File: config.mk
export PLATFORM = sky130hd
export DESIGN_NAME = alu_fifo_param_flat
export DESIGN_NICKNAME = d
export VERILOG_FILES = /design/src/rtl/alu_pkg.sv /design/src/rtl/alu_fifo_param_if.sv /design/src/rtl/alu_fifo_ram.sv /design/src/rtl/alu_fifo_param.sv /design/src/flat_wrapper.sv
export SDC_FILE = /design/constraint.sdc
export NUM_CORES = 1
export LEC_CHECK = 0
export ABC_AREA = 0
export CAP_MARGIN = 5
export CORE_ASPECT_RATIO = 0.75
export CORE_MARGIN = 5
export CORE_UTILIZATION = 55
export CTS_BUF_LIST = sky130_fd_sc_hd__clkbuf_8
export CTS_CLUSTER_DIAMETER = 50
export DETAILED_ROUTE_END_ITERATION = 10
export PLACE_DENSITY = 0.75
export SYNTH_ARGS = -nofsm -noshare
export SYNTH_HDL_FRONTEND = slang
export SYNTH_SLANG_ARGS = --single-unit
export TNS_END_PERCENT = 100
File: constraint.sdc
create_clock -name clk -period 5.9 [get_ports clk]
set_input_delay 1.475 -clock clk [delete_from_list [all_inputs] [get_ports clk]]
set_output_delay 1.475 -clock clk [all_outputs]
set_load 0.01 [all_outputs]
File: src/rtl/alu_pkg.sv
// rtl/alu_pkg.sv - shared constants and width helper for the ALU FIFO slice
package alu_pkg;

    localparam int ALU_DATA_W     = 32;
    localparam int ALU_FIFO_DEPTH = 8;

    function automatic int clog2(input int value);
        int r;
        r = 0;
        for (int i = 0; i < 31; i++) begin
            if ((1 << i) < value) begin
                r = i + 1;
            end
        end
        return r;
    endfunction

endpackage

File: src/rtl/alu_fifo_param_if.sv
// rtl/alu_fifo_param_if.sv - FIFO request/response bundle with driver and FIFO views
interface alu_fifo_param_if
    import alu_pkg::*;
#(
    parameter int DATA_W = ALU_DATA_W,
    parameter int DEPTH  = ALU_FIFO_DEPTH
);
    localparam int CW = clog2(DEPTH) + 1;

    logic              clear;
    logic              wr_en;
    logic [DATA_W-1:0] din;
    logic              rd_en;
    logic [DATA_W-1:0] dout;
    logic              wr_ack;
    logic              wr_err;
    logic              rd_ack;
    logic              rd_err;
    logic              full;
    logic              empty;
    logic              almost_full;
    logic              almost_empty;
    logic [CW-1:0]     count;
    logic              ovf_sticky;
    logic              unf_sticky;

    modport master (
        output clear, wr_en, din, rd_en,
        input  dout, wr_ack, wr_err, rd_ack, rd_err, full, empty,
               almost_full, almost_empty, count, ovf_sticky, unf_sticky
    );

    modport slave (
        input  clear, wr_en, din, rd_en,
        output dout, wr_ack, wr_err, rd_ack, rd_err, full, empty,
               almost_full, almost_empty, count, ovf_sticky, unf_sticky
    );

endinterface

File: src/rtl/alu_fifo_ram.sv
// rtl/alu_fifo_ram.sv - DEPTH x DATA_W storage, one write port, one registered read port
module alu_fifo_ram
    import alu_pkg::*;
#(
    parameter int  DATA_W = ALU_DATA_W,
    parameter int  DEPTH  = ALU_FIFO_DEPTH,
    localparam int AW     = clog2(DEPTH)
) (
    input  logic              clk,
    input  logic              reset_n,
    input  logic              we,
    input  logic [AW-1:0]     waddr,
    input  logic [DATA_W-1:0] wdata,
    input  logic              re,
    input  logic [AW-1:0]     raddr,
    input  logic              rclr,
    output logic [DATA_W-1:0] rdata
);

    logic [DATA_W-1:0] mem [DEPTH];

    always_ff @(posedge clk) begin
        if (we) begin
            mem[waddr] <= wdata;
        end
    end

    // Output register holds its value when no read is granted.
    always_ff @(posedge clk or negedge reset_n) begin
        if (!reset_n) begin
            rdata <= '0;
        end else if (rclr) begin
            rdata <= '0;
        end else if (re) begin
            rdata <= mem[raddr];
        end
    end

endmodule

File: src/rtl/alu_fifo_param.sv
// rtl/alu_fifo_param.sv - parametrised FIFO with ack/err pulses, thresholds, flush and sticky flags
module alu_fifo_param
    import alu_pkg::*;
#(
    parameter int DATA_W    = ALU_DATA_W,
    parameter int DEPTH     = ALU_FIFO_DEPTH,
    parameter int AFULL_TH  = 6,
    parameter int AEMPTY_TH = 1
) (
    input  logic            clk,
    input  logic            reset_n,
    alu_fifo_param_if.slave bus
);

    localparam int AW = clog2(DEPTH);
    localparam int CW = AW + 1;
    localparam logic [CW-1:0] DEPTH_C  = CW'(DEPTH);
    localparam logic [CW-1:0] AFULL_C  = CW'(AFULL_TH);
    localparam logic [CW-1:0] AEMPTY_C = CW'(AEMPTY_TH);

    logic [AW-1:0] wr_ptr;
    logic [AW-1:0] rd_ptr;
    logic [CW-1:0] count_q;
    logic          full_c;
    logic          empty_c;
    logic          wr_ok;
    logic          rd_ok;
    logic          wr_rej;
    logic          rd_rej;
    logic [DATA_W-1:0] rdata;

    assign full_c  = (count_q == DEPTH_C);
    assign empty_c = (count_q == '0);

    // Full/empty are judged on start-of-cycle occupancy; clear masks both requests.
    assign wr_ok  = bus.wr_en && !full_c  && !bus.clear;
    assign rd_ok  = bus.rd_en && !empty_c && !bus.clear;
    assign wr_rej = bus.wr_en &&  full_c  && !bus.clear;
    assign rd_rej = bus.rd_en &&  empty_c && !bus.clear;

    always_ff @(posedge clk or negedge reset_n) begin
        if (!reset_n) begin
            wr_ptr         <= '0;
            rd_ptr         <= '0;
            count_q        <= '0;
            bus.wr_ack     <= 1'b0;
            bus.wr_err     <= 1'b0;
            bus.rd_ack     <= 1'b0;
            bus.rd_err     <= 1'b0;
            bus.ovf_sticky <= 1'b0;
            bus.unf_sticky <= 1'b0;
        end else if (bus.clear) begin
            wr_ptr         <= '0;
            rd_ptr         <= '0;
            count_q        <= '0;
            bus.wr_ack     <= 1'b0;
            bus.wr_err     <= 1'b0;
            bus.rd_ack     <= 1'b0;
            bus.rd_err     <= 1'b0;
            bus.ovf_sticky <= 1'b0;
            bus.unf_sticky <= 1'b0;
        end else begin
            if (wr_ok) begin
                wr_ptr <= wr_ptr + AW'(1);
            end
            if (rd_ok) begin
                rd_ptr <= rd_ptr + AW'(1);
            end
            if (wr_ok && !rd_ok) begin
                count_q <= count_q + CW'(1);
            end else if (rd_ok && !wr_ok) begin
                count_q <= count_q - CW'(1);
            end
            bus.wr_ack     <= wr_ok;
            bus.wr_err     <= wr_rej;
            bus.rd_ack     <= rd_ok;
            bus.rd_err     <= rd_rej;
            bus.ovf_sticky <= bus.ovf_sticky | wr_rej;
            bus.unf_sticky <= bus.unf_sticky | rd_rej;
        end
    end

    alu_fifo_ram #(
        .DATA_W (DATA_W),
        .DEPTH  (DEPTH)
    ) u_ram (
        .clk     (clk),
        .reset_n (reset_n),
        .we      (wr_ok),
        .waddr   (wr_ptr),
        .wdata   (bus.din),
        .re      (rd_ok),
        .raddr   (rd_ptr),
        .rclr    (bus.clear),
        .rdata   (rdata)
    );

    assign bus.dout         = rdata;
    assign bus.count        = count_q;
    assign bus.full         = full_c;
    assign bus.empty        = empty_c;
    assign bus.almost_full  = (count_q >= AFULL_C);
    assign bus.almost_empty = (count_q <= AEMPTY_C);

endmodule

File: src/flat_wrapper.sv
// flat-port wrapper written by rule: the top's interface ports become plain ports
module alu_fifo_param_flat import alu_pkg::*;
#(
    parameter int DATA_W    = ALU_DATA_W,
    parameter int DEPTH     = ALU_FIFO_DEPTH,
    parameter int AFULL_TH  = 6,
    parameter int AEMPTY_TH = 1
)
  (clk, reset_n, bus_clear, bus_wr_en, bus_din, bus_rd_en, bus_dout, bus_wr_ack, bus_wr_err, bus_rd_ack, bus_rd_err, bus_full, bus_empty, bus_almost_full, bus_almost_empty, bus_count, bus_ovf_sticky, bus_unf_sticky);
  alu_fifo_param_if #(.DATA_W(DATA_W), .DEPTH(DEPTH)) bus_i ();
  input  logic clk;
  input  logic reset_n;
  input wire logic [$bits(bus_i.clear)-1:0] bus_clear;
  input wire logic [$bits(bus_i.wr_en)-1:0] bus_wr_en;
  input wire logic [$bits(bus_i.din)-1:0] bus_din;
  input wire logic [$bits(bus_i.rd_en)-1:0] bus_rd_en;
  output wire logic [$bits(bus_i.dout)-1:0] bus_dout;
  output wire logic [$bits(bus_i.wr_ack)-1:0] bus_wr_ack;
  output wire logic [$bits(bus_i.wr_err)-1:0] bus_wr_err;
  output wire logic [$bits(bus_i.rd_ack)-1:0] bus_rd_ack;
  output wire logic [$bits(bus_i.rd_err)-1:0] bus_rd_err;
  output wire logic [$bits(bus_i.full)-1:0] bus_full;
  output wire logic [$bits(bus_i.empty)-1:0] bus_empty;
  output wire logic [$bits(bus_i.almost_full)-1:0] bus_almost_full;
  output wire logic [$bits(bus_i.almost_empty)-1:0] bus_almost_empty;
  output wire logic [$bits(bus_i.count)-1:0] bus_count;
  output wire logic [$bits(bus_i.ovf_sticky)-1:0] bus_ovf_sticky;
  output wire logic [$bits(bus_i.unf_sticky)-1:0] bus_unf_sticky;
  assign bus_i.clear = bus_clear;
  assign bus_i.wr_en = bus_wr_en;
  assign bus_i.din = bus_din;
  assign bus_i.rd_en = bus_rd_en;
  assign bus_dout = bus_i.dout;
  assign bus_wr_ack = bus_i.wr_ack;
  assign bus_wr_err = bus_i.wr_err;
  assign bus_rd_ack = bus_i.rd_ack;
  assign bus_rd_err = bus_i.rd_err;
  assign bus_full = bus_i.full;
  assign bus_empty = bus_i.empty;
  assign bus_almost_full = bus_i.almost_full;
  assign bus_almost_empty = bus_i.almost_empty;
  assign bus_count = bus_i.count;
  assign bus_ovf_sticky = bus_i.ovf_sticky;
  assign bus_unf_sticky = bus_i.unf_sticky;
  alu_fifo_param #(.DATA_W(DATA_W), .DEPTH(DEPTH), .AFULL_TH(AFULL_TH), .AEMPTY_TH(AEMPTY_TH)) u_core (.clk(clk), .reset_n(reset_n), .bus(bus_i));
endmodule
==> results.ini <==
[synthesis]
synth_top_family_by_area=multiplexers
synth_async_sr_flop_share=0.1579
synth_adder_area_share=0.008437
ys_seq_area_frac=0.7587
synth.yosys.warnings=0
synth_cell_types=40
mappedNetlistNets=703
post_synthesis_compound_gate_area_fraction=0.04763
syn_area_per_cell_um2=17.78
synth_top_cells_by_area=edfxtp_1, dfrtp_1, mux4_2
edff_count_synth=256
synth_flop_cell=edfxtp_1
synth_top_area_share=0.6562
xor_xnor_share_of_the_synthesized_area=0.002990
fraction_of_the_mapped_netlist_area_in_simple_logic_gates=0.04561
syn_area_um2=11710
netlist.top_cell.by_area=edfxtp_1
synth_mux_area_frac=0.1181
netlist_instances=659
ys_seq_elements=304

[critical_path]
path_class=reg -> out
timing.critical_path.from_type=flip-flop
critical_path.max_fanout=10
setup.worst_path.end_class=output port
critical_path_required_ns=4.43
r2r_end=u_core.u_ram.mem[3][6]
timing.reg2reg.setup_slack_ns=2.84
reg2reg_from=u_core.bus.count[1]
reg2regPathDepth=7
worstPathArrival_ns=2.63

[flow_run]
drv.max_cap_violation_count=0

[sta]
skew_ns=0.008542
finalHoldViolations=0
setup_total_negative_slack_ns=0
final_max_slew_viol_count=0
min_period_ns=4.107
final.hold.worst_slack_ns=0.5105
slew-limit-headroom=0.2597
finalSetupViolations=0
final_min_period_over_clock_period=0.6961
rsz_0062_raised_after_global_routing=false
max_freq_ghz=0.2435
worst_pin_slew_ns=1.108

[placement]
gp_congestion=0.8030
placed_cells=996
portBuffers=82
dp.final_hpwl_mm=12.72
post_dp_cell_area_um2=12820

[drt]
drt_iter0_markers=506
routed_wirelength_mm=22.82
vias=6169
detail_route.drc_violations=0
route.detailed.wl_per_inst_um=21.19
route.antenna.remaining_nets=0
dr.pass1.iters=5
route.detailed.vias_per_inst=5.728

[run_status]
run_status=finished clean

[grt]
antenna_found_initial=0
grt_start_max_net_pins=51
globalRouteTotalUtil=0.1900
wire_length_of_the_first_global_routing_pass_mm=35.40
grt_overflow_total=0
first_global_vias=6506

[die]
fp.dieW_um=178.5
die_height_um=136.4
core_area_um2=21070
design.die.area_um2=24350
row_count=46
floorplan.initialDensity=0.5561
design.portCount=83

[hold_path]
worst_min_path_start=u_core.bus.unf_sticky
whs_path_cells=2
worstHoldEndpoint=u_core.bus.unf_sticky
holdCritPathClass=reg -> reg

[clocking]
cts_inserted_buffers=44
ctsHtreeMaxLevel=2
cts.repair.resized=0
cts.path.max_buffers=3
clock_tree_from_tritoncts=yes
cts.repair_timing.setup_buffer_count=0
clkLatencyLatePin_ns=0.54
root_buffer=clkbuf_8
hold_buffers=0
cts.clk_slew.worst_paths_ns=0.07
cts.sinks=304

[cells_and_area]
finalInstanceArea_um2=13650
drive_gt1_frac=0.1521
design.final.nets=798
antennaDiodeCount=0
layout.cells.non_filler=1077
area_growth_pct=16.51

[pwr]
cellPowerDensity_nw_per_um2=395.9
vdd.ir_drop.worst_mv=0.2422
total_leakage_power_uw=0.004511

-- kinds of logic after synthesis --
family / Yosys count
XOR/XNOR: 4
buffers and inverters: 48
adder cells (fa/ha/maj): 8
multiplexers: 98
AO/OA/AOI/OAI: 80
flip-flops: 304
AND/OR/NAND/NOR: 117
-- flip-flops by register name, indices dropped and copies added, names as in the netlist --
name,flops
u_core.rd_ptr,3
u_core.bus.count,4
u_core.bus.ovf_sticky,1
u_core.bus.rd_ack,1
u_core.u_ram.rdata,32
u_core.u_ram.mem,256
u_core.bus.wr_err,1
u_core.bus.unf_sticky,1
u_core.bus.rd_err,1
u_core.wr_ptr,3
u_core.bus.wr_ack,1
-- cells in the final DEF, fill, tap and decap left out, types with 2 or more instances in the layout --
cell and n:
clkdlybuf4s50_1 80, clkbuf_8 51, buf_2 2, xor2_1 3, ha_1 7, nor2_4 6, inv_1 21, dfrtp_1 47
edfxtp_1 256, nor3_2 2, nor2b_1 2, a31oi_1 2, clkinv_2 9, nor2_1 45, clkinv_1 4, buf_4 9
mux2i_1 64, nand2b_1 7, nand3_1 3, a211oi_1 33, nor3_1 36, nand2_1 10, mux4_2 32, o22ai_1 33
a21oi_1 5
-- critical path, cell delays in order (launching register included) --
cell	delay, ns
dfrtp_1	0.49
inv_1	0.17
ha_1	0.20
or3b_1	0.49
inv_1	0.18
clkdlybuf4s50_1	0.56
-- final cells by class --
type	count	area, µm²
Fill cell	1460	7416
Sequential cell	304	8892
Clock buffer	51	701.9
Timing Repair Buffer	91	878.3
Multi-Input combinational cell	307	2665
Clock inverter	30	128.9
Inverter	6	22.52
Tap cell	288	360.3
-- worst max path at each step --
| stage | from | endpoint | slack (ns) |
|---|---|---|---|
| 2_1_floorplan | bus_wr_en | u_core.u_ram.mem[0][0] | 1.03 |
| 3_3_place_gp | bus_wr_en | u_core.u_ram.mem[7][6] | 1.80 |
| 3_5_place_dp | bus_wr_en | u_core.u_ram.mem[5][6] | 1.74 |
| 4_1_cts | u_core.bus.count[1] | bus_empty | 1.75 |
| 5_1_grt | u_core.bus.count[1] | bus_empty | 1.62 |
| 6_report | u_core.bus.count[1] | bus_empty | 1.79 |
-- layer usage --
| layer | routed length (µm) | global-route usage | part of all wire |
|---|---|---|---|
| met4 | 348 | 0.05113 | 0.015 |
| met3 | 1459 | 0.04003 | 0.064 |
| met2 | 10870 | 0.3054 | 0.48 |
| met1 | 10140 | 0.2695 | 0.44 |
| met5 | 0 | 0 | 0 |
-- through the flow --
step,power [µW],utilization,setup WS [ns]
after CTS,5449,0.6480,1.747
after detailed placement,3898,0.6085,1.745
after floorplan,3386,-,1.026
after global placement,3864,0.6085,1.804
final,5404,0.6480,1.793
after global routing,5661,0.6480,1.622
-- power breakdown --
group          leakage (µW)  switching (µW)  total (µW)  internal (µW)
logic               0.00106             674        1230            553
clock network      0.000498             763        1560            792
registers           0.00295             124        2620           2500
total               0.00451            1560        5400           3840
-- cell usage after synthesis (3+ instances only) --
library cell and instances:
nand2b_1 7, xor2_1 3, nor2_1 51, nand2_1 10, edfxtp_1 256, nor3_1 38, mux2i_1 64, dfrtp_1 48
mux4_2 32, o22ai_1 33, buf_2 14, inv_1 5, a211oi_1 33, nand3_1 3, clkbuf_1 24, a21oi_1 5
ha_1 7
Power figures use the tool's default switching activity.
